--- config.mk ---
export PLATFORM = sky130hd
export DESIGN_NAME = mem_port_arbiter
export DESIGN_NICKNAME = d
export VERILOG_FILES = /design/src/rtl/mem_port_arbiter.sv
export SDC_FILE = /design/constraint.sdc
export NUM_CORES = 1
export LEC_CHECK = 0
export ABC_AREA = 1
export CAP_MARGIN = 10
export CORE_AREA = 2 2 105 107
export CTS_CLUSTER_SIZE = 12
export DETAILED_ROUTE_END_ITERATION = 8
export DIE_AREA = 0 0 107 109
export PLACE_DENSITY = 0.66
export SETUP_SLACK_MARGIN = 0.3
export SLEW_MARGIN = 20
export SYNTH_ARGS = -nofsm -noshare
export SYNTH_HDL_FRONTEND = slang
export SYNTH_SLANG_ARGS = --single-unit
--- constraint.sdc ---
create_clock -name clk -period 3.4 [get_ports clk]
set_input_delay 0.51 -clock clk [delete_from_list [all_inputs] [get_ports clk]]
set_output_delay 0.51 -clock clk [all_outputs]
set_load 0.05 [all_outputs]
--- src/rtl/mem_port_arbiter.sv ---
// Shares one memory port between instruction fetch (IF) and data (D) requesters.
// Data has priority, bounded by a fairness streak so fetch cannot starve.
module mem_port_arbiter #(
   parameter int unsigned MEM_LAT        = 1,
   parameter int unsigned MAX_DATA_BURST = 2
) (
   input  logic        clk,
   input  logic        reset,
   input  logic        if_req,
   input  logic [31:0] if_addr,
   output logic        if_gnt,
   output logic        if_rvalid,
   output logic [31:0] if_rdata,
   input  logic        d_req,
   input  logic        d_we,
   input  logic [31:0] d_addr,
   input  logic [31:0] d_wdata,
   output logic        d_gnt,
   output logic        d_rvalid,
   output logic [31:0] d_rdata,
   output logic        mem_en,
   output logic        mem_we,
   output logic [31:0] mem_addr,
   output logic [31:0] mem_wdata,
   input  logic [31:0] mem_rdata,
   output logic        stall
);

   // Handshake: a requester raises *_req with its address/data and holds them
   // until the cycle *_gnt is high; that cycle is the memory issue cycle. The
   // matching *_rvalid pulses exactly MEM_LAT cycles later, with no back-pressure.

   typedef enum logic {
      ST_IDLE,
      ST_BUSY
   } state_t;

   typedef enum logic [1:0] {
      OWN_NONE,
      OWN_IF,
      OWN_D
   } owner_t;

   typedef struct packed {
      state_t     state;
      owner_t     owner;
      logic [3:0] lat_cnt;
      logic [2:0] streak;
   } arb_t;

   localparam logic [3:0] LAT   = 4'(MEM_LAT);
   localparam logic [2:0] BURST = 3'(MAX_DATA_BURST);

   arb_t arb_q;
   arb_t arb_d;

   logic ret_cycle;
   logic port_free;
   logic grant_if;
   logic grant_d;

   // The port frees up in the return cycle, so back-to-back requests issue
   // in the same cycle the previous access completes.
   always_comb begin
      ret_cycle = (arb_q.state == ST_BUSY) && (arb_q.lat_cnt == 4'd1);
      port_free = (arb_q.state == ST_IDLE) || ret_cycle;
      grant_if  = 1'b0;
      grant_d   = 1'b0;
      if (reset && port_free) begin
         if (d_req && !(if_req && (arb_q.streak == BURST))) begin
            grant_d = 1'b1;
         end else if (if_req) begin
            grant_if = 1'b1;
         end
      end
   end

   always_comb begin
      arb_d = arb_q;
      if (arb_q.state == ST_BUSY) begin
         arb_d.lat_cnt = arb_q.lat_cnt - 4'd1;
      end
      if (ret_cycle) begin
         arb_d.state   = ST_IDLE;
         arb_d.owner   = OWN_NONE;
         arb_d.lat_cnt = 4'd0;
      end
      if (grant_if || grant_d) begin
         arb_d.state   = ST_BUSY;
         arb_d.lat_cnt = LAT;
         arb_d.owner   = grant_d ? OWN_D : OWN_IF;
      end

      // Streak only counts data wins that actually made fetch wait.
      if (!if_req || grant_if) begin
         arb_d.streak = 3'd0;
      end else if (grant_d && (arb_q.streak < BURST)) begin
         arb_d.streak = arb_q.streak + 3'd1;
      end
   end

   always_ff @(posedge clk or negedge reset) begin
      if (!reset) begin
         arb_q <= '{state: ST_IDLE, owner: OWN_NONE, lat_cnt: 4'd0, streak: 3'd0};
      end else begin
         arb_q <= arb_d;
      end
   end

   always_comb begin
      if_gnt    = grant_if;
      d_gnt     = grant_d;
      if_rvalid = reset && ret_cycle && (arb_q.owner == OWN_IF);
      d_rvalid  = reset && ret_cycle && (arb_q.owner == OWN_D);
      if_rdata  = if_rvalid ? mem_rdata : 32'd0;
      d_rdata   = d_rvalid ? mem_rdata : 32'd0;

      mem_en    = grant_if || grant_d;
      mem_we    = 1'b0;
      mem_addr  = 32'd0;
      mem_wdata = 32'd0;
      if (grant_d) begin
         mem_we    = d_we;
         mem_addr  = d_addr;
         mem_wdata = d_wdata;
      end else if (grant_if) begin
         mem_addr  = if_addr;
      end

      stall = reset && ((if_req && !grant_if) || (d_req && !grant_d));
   end

endmodule

# ---- After elaboration in Yosys (flattened, before gate mapping)
# Index checks and enable logic that the tools add are counted.
dict set report word_totals {
  in_bits 133
  ff_bits 10
  word_cells 51
  out_inout_bits 135
}
dict set report op_classes {
  bitwise 1
  muxes 17
  n_reduce_logical 22
  order_cmp 1
  eq_ne 4
  n_addsub 2
}
# op n
set ops {}
lappend ops {{32-bit 2-to-1 mux} 5}
lappend ops {{7-bit 2-to-1 mux} 2}
lappend ops {{1-bit logical AND} 11}
lappend ops {{1-bit 2-to-1 mux} 6}
lappend ops {{3-bit 2-to-1 mux} 2}
lappend ops {{4-bit by 1-bit equality test with 1-bit output (second input constant)} 1}
lappend ops {{1-bit logical NOT} 4}
lappend ops {{1-bit logical OR} 4}
lappend ops {{4-bit 2-to-1 mux} 1}
lappend ops {{2-bit nonzero test} 2}
lappend ops {{4-bit by 1-bit subtractor with 4-bit output (second input constant)} 1}
lappend ops {{3-bit by 1-bit adder with 3-bit output (second input constant)} 1}
lappend ops {{3-bit by 2-bit equality test with 1-bit output (second input constant)} 1}
lappend ops {{3-bit by 2-bit less-than comparator with 1-bit output (second input constant)} 1}
lappend ops {{3-bit nonzero test} 1}
lappend ops {{2-bit by 1-bit equality test with 1-bit output (second input constant)} 1}
lappend ops {{2-bit equality test (second input constant)} 1}
lappend ops {{2-bit 2-to-1 mux} 1}
lappend ops {{1-bit inverter} 1}

# ---- Depth between registers and ports, before layout
# Gate-level depths: netlist (run 1).
dict set report depth {
  word_depth 10
  ltp_mapped 9
  depth_no_buf 9
}

# ---- Least setup slack after synthesis (run 1)
# No wires, ideal clock.
dict set report synth_path {
  kind {reg-to-output}
  from {register arb_q[0] in the netlist's numbering}
  to {output stall}
  required_time_ns 2.890
  t_arrival_ns 1.871
  n_path_buf 0
  stages_incl_launch_ff 9
  slack_ns 1.019
  path_cell_list {dfrtp_1 > inv_1 > ha_1 > nand3_2 > nand2_4 > inv_1 > nand2_2 > nand2_1 > a21oi_1}
}
dict set report synth_between {
  elab_chain_cells 10
  elab_cells_between_ends 14
  cone_classes {eq/ne (1); mux (4); reduce/logical (9)}
}
# item line
set synth_rtl {}
lappend synth_rtl {{start, declared} 54} ;# arb_t arb_q;
lappend synth_rtl {{start signal, assigned} 104} ;# arb_q <= '{state: ST_IDLE, owner: OWN_NONE, lat_cnt: 4'd0, streak: 3'd0};
lappend synth_rtl {{start signal, assigned} 106} ;# arb_q <= arb_d;
lappend synth_rtl {{3-bit by 2-bit equality test with 1-bit output (*)} 70} ;# if (d_req && !(if_req && (arb_q.streak == BURST))) begin
lappend synth_rtl {{1-bit logical AND (*)} 70}
lappend synth_rtl {{1-bit logical NOT (*)} 70}
lappend synth_rtl {{1-bit logical AND (*)} 70}
lappend synth_rtl {{1-bit 2-to-1 mux} 70}
lappend synth_rtl {{1-bit 2-to-1 mux} 69} ;# if (reset && port_free) begin
lappend synth_rtl {{1-bit logical NOT} 130} ;# stall = reset && ((if_req && !grant_if) || (d_req && !grant_d));
lappend synth_rtl {{1-bit logical AND} 130}
lappend synth_rtl {{1-bit logical OR (*)} 130}
lappend synth_rtl {{1-bit logical AND (*)} 130}
lappend synth_rtl {{end, declared} 26} ;# output logic stall
# Every way passes the cells marked *; elsewhere a longest branch is shown, timed or not.

# ---- Final worst setup path (run 1)
dict set report layout_path {
  from {input if_req}
  to {output mem_wdata[26]}
}
dict set report layout_between {
  elab_chain_cells 6
}
# item line
set layout_rtl {}
lappend layout_rtl {{start, declared} 9} ;# input logic if_req,
lappend layout_rtl {{1-bit logical AND} 70}
lappend layout_rtl {{1-bit logical NOT} 70}
lappend layout_rtl {{1-bit logical AND} 70}
lappend layout_rtl {{1-bit 2-to-1 mux} 70}
lappend layout_rtl {{1-bit 2-to-1 mux} 69}
lappend layout_rtl {{32-bit 2-to-1 mux} 122} ;# if (grant_d) begin
lappend layout_rtl {{end, declared} 24} ;# output logic [31:0] mem_wdata,
# Every way passes these cells.

==> results of run 1 <==
[metal layers]
| metal | wire [um] | share of wire, % |
|---|---|---|
| met4 | 147 | 1.5 |
| met2 | 5440 | 56 |
| met3 | 834 | 8.6 |
| met1 | 3310 | 34 |
| met5 | 0 | 0 |
[layout by cell type, fill, tap and decap left out, drive strengths merged]
master,synthesis,routed
buf,15,140
clkdlybuf4s50,0,132
nand2,112,112
nor2,105,105
inv,81,81
nand3,11,11
dfrtp,10,10
o21ai,5,5
ha,4,4
clkbuf,0,4
a21oi,4,4
nand4,3,3
xor2,1,1
xnor2,1,1
[where the power goes]
group,switching [mW],internal (mW)
Clock,0.0508,0.102
Sequential,0.0429,0.157
Combinational,1.02,0.821
[critical path, stage by stage]
cell             delay [ns]
clkdlybuf4s50_1        0.54
nand3_2                0.16
nand2_4                0.08
inv_1                  0.16
nand2_2                0.23
buf_4                  0.28
nor2_1                 0.22
buf_12                 0.18
[final timing paths]
| kind | from | end | slack, ns | cells past startpoint |
|---|---|---|---|---|
| min in group asynchronous | reset | arb_q[1] | 0.61 | 2 |
| setup reg to reg | arb_q[4] | arb_q[0] | 1.63 | 10 |
| hold reg to reg | arb_q[7] | arb_q[7] | 0.54 | 2 |
| hold / removal | arb_q[7] | arb_q[7] | 0.54 | 2 |
| max in group asynchronous | reset | arb_q[6] | 2.63 | 2 |
| setup / recovery | if_req | mem_wdata[26] | 0.54 | 8 |
[cells by family after synthesis]
| logic type | Yosys count | synth area share [%] |
|---|---|---|
| XOR/XNOR | 2 | 0.981 |
| adder cells (fa/ha/maj) | 4 | 2.80 |
| buffers and inverters | 96 | 23.8 |
| AO/OA/AOI/OAI | 9 | 3.36 |
| AND/OR/NAND/NOR | 231 | 55.1 |
| flip-flops | 10 | 14.0 |
[final cells by class]
cell class                 instances  share of cell area, %
clock buffer                       4                  0.923
inverter                          81                   5.10
multi-input combinational        246                   18.8
sequential                        10                   4.20
tap                              140                   2.94
timing repair buffer             272                   68.1
[metrics by stage]
stage | hold slack (ns) | total power [mW] | setup slack [ns] | area, sq um
final | 0.544 | 2.19 | 0.538 | 5960
after global routing | 0.586 | 2.31 | 0.396 | 5960
after global placement | 0.520 | 2.01 | 0.546 | 5900
after detailed placement | 0.537 | 2.05 | 0.406 | 5900
after CTS | 0.548 | 2.21 | 0.403 | 5960
after floorplan | 0.214 | 1.12 | 1.02 | 1790
==> reports/results.ini, run 1 <==
[status]
status=finished, final reports clean

[sta]
fin_crit_ns=2.86
tns_ns=0
finalCritPeriodShare_pct=84.2
drv_slew=0
skew_ns=0.000751
slew_headroom_pct=72.8
max_slew.worst_pin.slew_ns=0.409
rsz0062_at_grt=no
final_hold_viol_count=0
setup_viol=0
fmax_ghz=0.349

[global_route]
grt_pass1_wl_mm=14.9
grt_busiest_layer=met2
grt.met3_usage_pct=4.84
grt_overflow=0
use_met2_pct=32.4
antenna_found_initial=0
grt_pass1_vias=2935
gr-usage-all-layers_pct=15.8
grt_use_met1_pct=15.5
grt_max_degree=35

[detailed_routing]
dr.pass1.iters=4
first_iter_violations=151
drc=0
vias_per_cell=3.92
wire_per_inst_um=12.9
vias=2952
ant_nets=0
drt-total-wl_mm=9.73

[power]
cellLeakagePower_nw=2.87
p_per_area_nw_per_um2=367
vdd_ir_drop_max_v=0.000254

[clocking]
postCtsSetupBuffers=0
cts_tree=yes
cts_buffers=3
cts_resized=0
h-tree-depth=1
clock_sinks=10
clk_latency_ns=0.24
cts_root_buffer=clkbuf_8
cts_buffer_depth=2
clkTransAtPathRegs_ns=0.05
postCtsHoldBufs=0

[layout]
syn2layout_area_growth_pct=234
final_core_util_pct=56.3
final_cells=753
fin_nets=751
n_antenna_cell=0
ff_latch_area_sq_um=250
drive_above_1_share_pct=27.7
multiInputGateArea_sq_um=1120
largest_reg_flops=10
regMostFlops=arb_q
fillCellCount=949
largestRegisters=arb_q (10)

[synth]
synth_seq_area_share_pct=14.0
synth_edf_count=0
synth_area_per_cell_sq_um=5.07
ys_top_cells_by_area=nor2_1 21%, nand2_1 20%, inv_1 17%
synth_area_sq_um=1790
synthDistinctLibCells=21
ys_top_cells_by_count=101 x nor2_1, 96 x nand2_1, 81 x inv_1, 13 x nand2_2, 10 x dfrtp_1
yosysMostFrequentCell=nor2_1
ys_seq_elements=10
synthCells=352
async_reset_ff_share_pct=100
synth_largest_area_cell=nor2_1
synth_top_area_share_pct=21.2
ys_warn_count=0
synthFlopType=dfrtp_1
syn_nets=489

[floorplanning]
ioPinCount=268
initial_core_util_pct=16.8
die_w_um=107
row_count=38
core_sq_um=10600
die_area_sq_um=11700
chipHeight_um=109

[worst_hold_path]
hold_path_class=flip-flop to flip-flop

[place]
dpl.cell_count=749
gp_congestion=0.834
dpl.hpwl_mm=8.57
io_buffers=267

[worst_setup_path]
arrival_ns=2.35
endpoint_kind=output pin
worstSetupStartpointType=input port
setup.worst_path.class=input port to output pin
critical_path.max_fanout=19
cp.required_ns=2.89

[flow_run]
drv_cap=0

Power figures use the tool's default switching activity.
==> run 2: changes to the inputs <==
CORE_AREA = 2 2 104 106   (was 2 2 105 107)
DIE_AREA = 0 0 106 108   (was 0 0 107 109)
PLACE_DENSITY = 0.7   (was 0.66)
clock period = 2.4 ns   (was 3.4 ns; I/O delays follow)
==> reports/results.ini, run 2 (same netlist as run 1, synthesis figures left out) <==
[worst_setup_path]
worstSetupStartpointType=flip-flop  ; was input port
slowest_stage=dfrtp_2  ; was clkdlybuf4s50_1
endpoint_kind=output pin  ; unchanged
critical_path.max_fanout=17  ; was 19
cp.required_ns=2.04  ; was 2.89 ns
setup.worst_path.class=flip-flop to output pin  ; was input port to output pin
arrival_ns=1.90  ; was 2.35 ns
slowest_delay_ns=0.42  ; was 0.54 ns
crit_chain=nor2_4, buf_4, nand3_4, nor2_4, buf_6, nand3_4, buf_12, nor2_2, buf_12  ; was clkdlybuf4s50_1, nand3_2, nand2_4, inv_1, nand2_2, buf_4, nor2_1, buf_12
reg2reg_slack_ns=0.69  ; was 1.63 ns

[detailed_routing]
first_iter_violations=115  ; was 151
drt-total-wl_mm=14.1  ; was 9.73 mm
dr.pass1.iters=4  ; unchanged
vias=3481  ; was 2,952
ant_nets=0  ; unchanged
drc=0  ; unchanged
vias_per_cell=4.35  ; was 3.92
wire_per_inst_um=17.6  ; was 12.9 um

[power]
p_per_area_nw_per_um2=523  ; was 367 nW/um^2
cellLeakagePower_nw=3.36  ; was 2.87 nW
vdd_ir_drop_max_v=0.000332  ; was 0.000254 V

[global_route]
grt_busiest_layer=met2  ; unchanged
grt_max_degree=19  ; was 35
grt_overflow=0  ; unchanged
use_met2_pct=44.0  ; was 32.4%
gr-usage-all-layers_pct=21.7  ; was 15.8%
grt_pass1_vias=3748  ; was 2,935
grt_pass1_wl_mm=19.6  ; was 14.9 mm
antenna_found_initial=0  ; unchanged
grt_use_met1_pct=20.9  ; was 15.5%
grt.met3_usage_pct=6.81  ; was 4.84%

[floorplanning]
row_count=37  ; was 38
core_sq_um=10200  ; was 10,600 sq um
die_w_um=106  ; was 107 um
initial_core_util_pct=17.5  ; was 16.8%
die_area_sq_um=11400  ; was 11,700 sq um
ioPinCount=268  ; unchanged
chipHeight_um=108  ; was 109 um

[layout]
fin_nets=804  ; was 751
largest_reg_flops=10  ; unchanged
regMostFlops=arb_q  ; unchanged
final_cell_mix=144 x buf_12, 130 x clkdlybuf4s50_1, 87 x nor2_4  ; was 135 x buf_12, 132 x clkdlybuf4s50_1, 101 x nor2_1
final_core_util_pct=75.1  ; was 56.3%
final_cells=801  ; was 753
fillCellCount=614  ; was 949
syn2layout_area_growth_pct=330  ; was 234%
largestRegisters=arb_q (10)  ; unchanged
layout_commonest_cell=buf_12  ; unchanged
drive_above_1_share_pct=56.2  ; was 27.7%
n_antenna_cell=0  ; unchanged

[clocking]
cts_tree=yes  ; unchanged
postCtsHoldBufs=0  ; unchanged
clk_latency_ns=0.23  ; was 0.24 ns
cts_buffers=3  ; unchanged
h-tree-depth=1  ; unchanged
clkTransAtPathRegs_ns=0.05  ; about the same
cts_buffer_depth=2  ; unchanged
clock_sinks=10  ; unchanged
cts_root_buffer=clkbuf_8  ; unchanged

[sta]
skew_ns=0.00112  ; was 0.000751 ns
fin_crit_ns=2.26
rsz0062_at_grt=yes  ; was no
hold_slack_ns=0.376  ; was 0.544 ns
setup_viol=0  ; unchanged
max_slew.worst_pin.slew_ns=0.315  ; was 0.409 ns
finalCritPeriodShare_pct=94.3
slew_headroom_pct=79.0  ; was 72.8%
drv_slew=0  ; unchanged
tns_ns=0  ; unchanged
final_hold_viol_count=0  ; unchanged
fmax_ghz=0.442

[place]
gp_congestion=0.812  ; was 0.834
dpl.cell_count=752  ; was 749
io_buffers=267  ; unchanged
dpl.hpwl_mm=9.28  ; was 8.57 mm

[flow_run]
drv_cap=0  ; unchanged

[worst_hold_path]
hold_path_class=input port to async pin  ; was flip-flop to flip-flop

[status]
status=finished, final reports clean  ; unchanged

==> run 2: changes by cell type in the layout (fill, tap and decap cells not counted), moves of 9 or more <==
cell,change
nor2_1,-97
buf_12,+9
nand2_1,-46
nand2_4,+16
nand2_2,+29
nor2_2,+12
nor2_4,+85
buf_4,+23
==> run 2: area by class of cell <==
type,count,area [sq um],share of cell area (%)
sequential,10,251,3.27
clock buffer,3,41.3,0.537
inverter,81,309,4.02
timing repair buffer,325,4870,63.4
tap,136,170,2.21
multi-input combinational,246,2040,26.5
==> run 2: through the flow <==
stage | setup WS (ns) | total power, mW | cell area, sq um
after floorplan | 0.197 | 1.63 | 1930
after global placement | 0.136 | 2.95 | 6150
after global routing | 0.0416 | 4.18 | 7680
after CTS | 0.171 | 3.76 | 7210
final | 0.137 | 4.02 | 7680
after detailed placement | 0.0990 | 3.00 | 6150
==> run 2: worst paths after layout <==
check                           startpoint            to  depth (start not counted)
worst max register to register    arb_q[0]      arb_q[0]                         12
max in group asynchronous            reset      arb_q[5]                          3
min in group clk                  arb_q[7]      arb_q[7]                          2
worst min register to register    arb_q[7]      arb_q[7]                          2
worst max-delay path              arb_q[5]  if_rdata[14]                          9
worst min-delay path                 reset      arb_q[7]                          3
==> run 2: metal layers <==
layer | part of all wire, % | vias to the layer above
met4 | 3.0 | 0
met3 | 7.4 | 30
met2 | 58 | 174
met5 | 0 | -
li1 | - | 1625
met1 | 32 | 1652
==> run 2: timing repair <==
action                                  4_1_cts  5_1_grt
gates cloned                                  9        5
resized for setup                           170       60
buffers inserted                             21       11
endpoints found under the setup margin      132      134
pin swaps                                    17       13
hold endpoints to repair                      0        0
==> run 2: worst max-delay path, delay by kind of cell, from the launching register on <==
| family | cells | cell delay, ns |
|---|---|---|
| and+or+nand+nor | 5 | 0.62 |
| DFF | 1 | 0.42 |
| buffers and inverters | 4 | 0.62 |
==> run 2: report_power, final <==
| group | switching, mW | internal, mW | total [mW] |
|---|---|---|---|
| Combinational | 1.85 | 1.71 | 3.55 |
| Clock | 0.0611 | 0.109 | 0.171 |
| Sequential | 0.0736 | 0.223 | 0.297 |
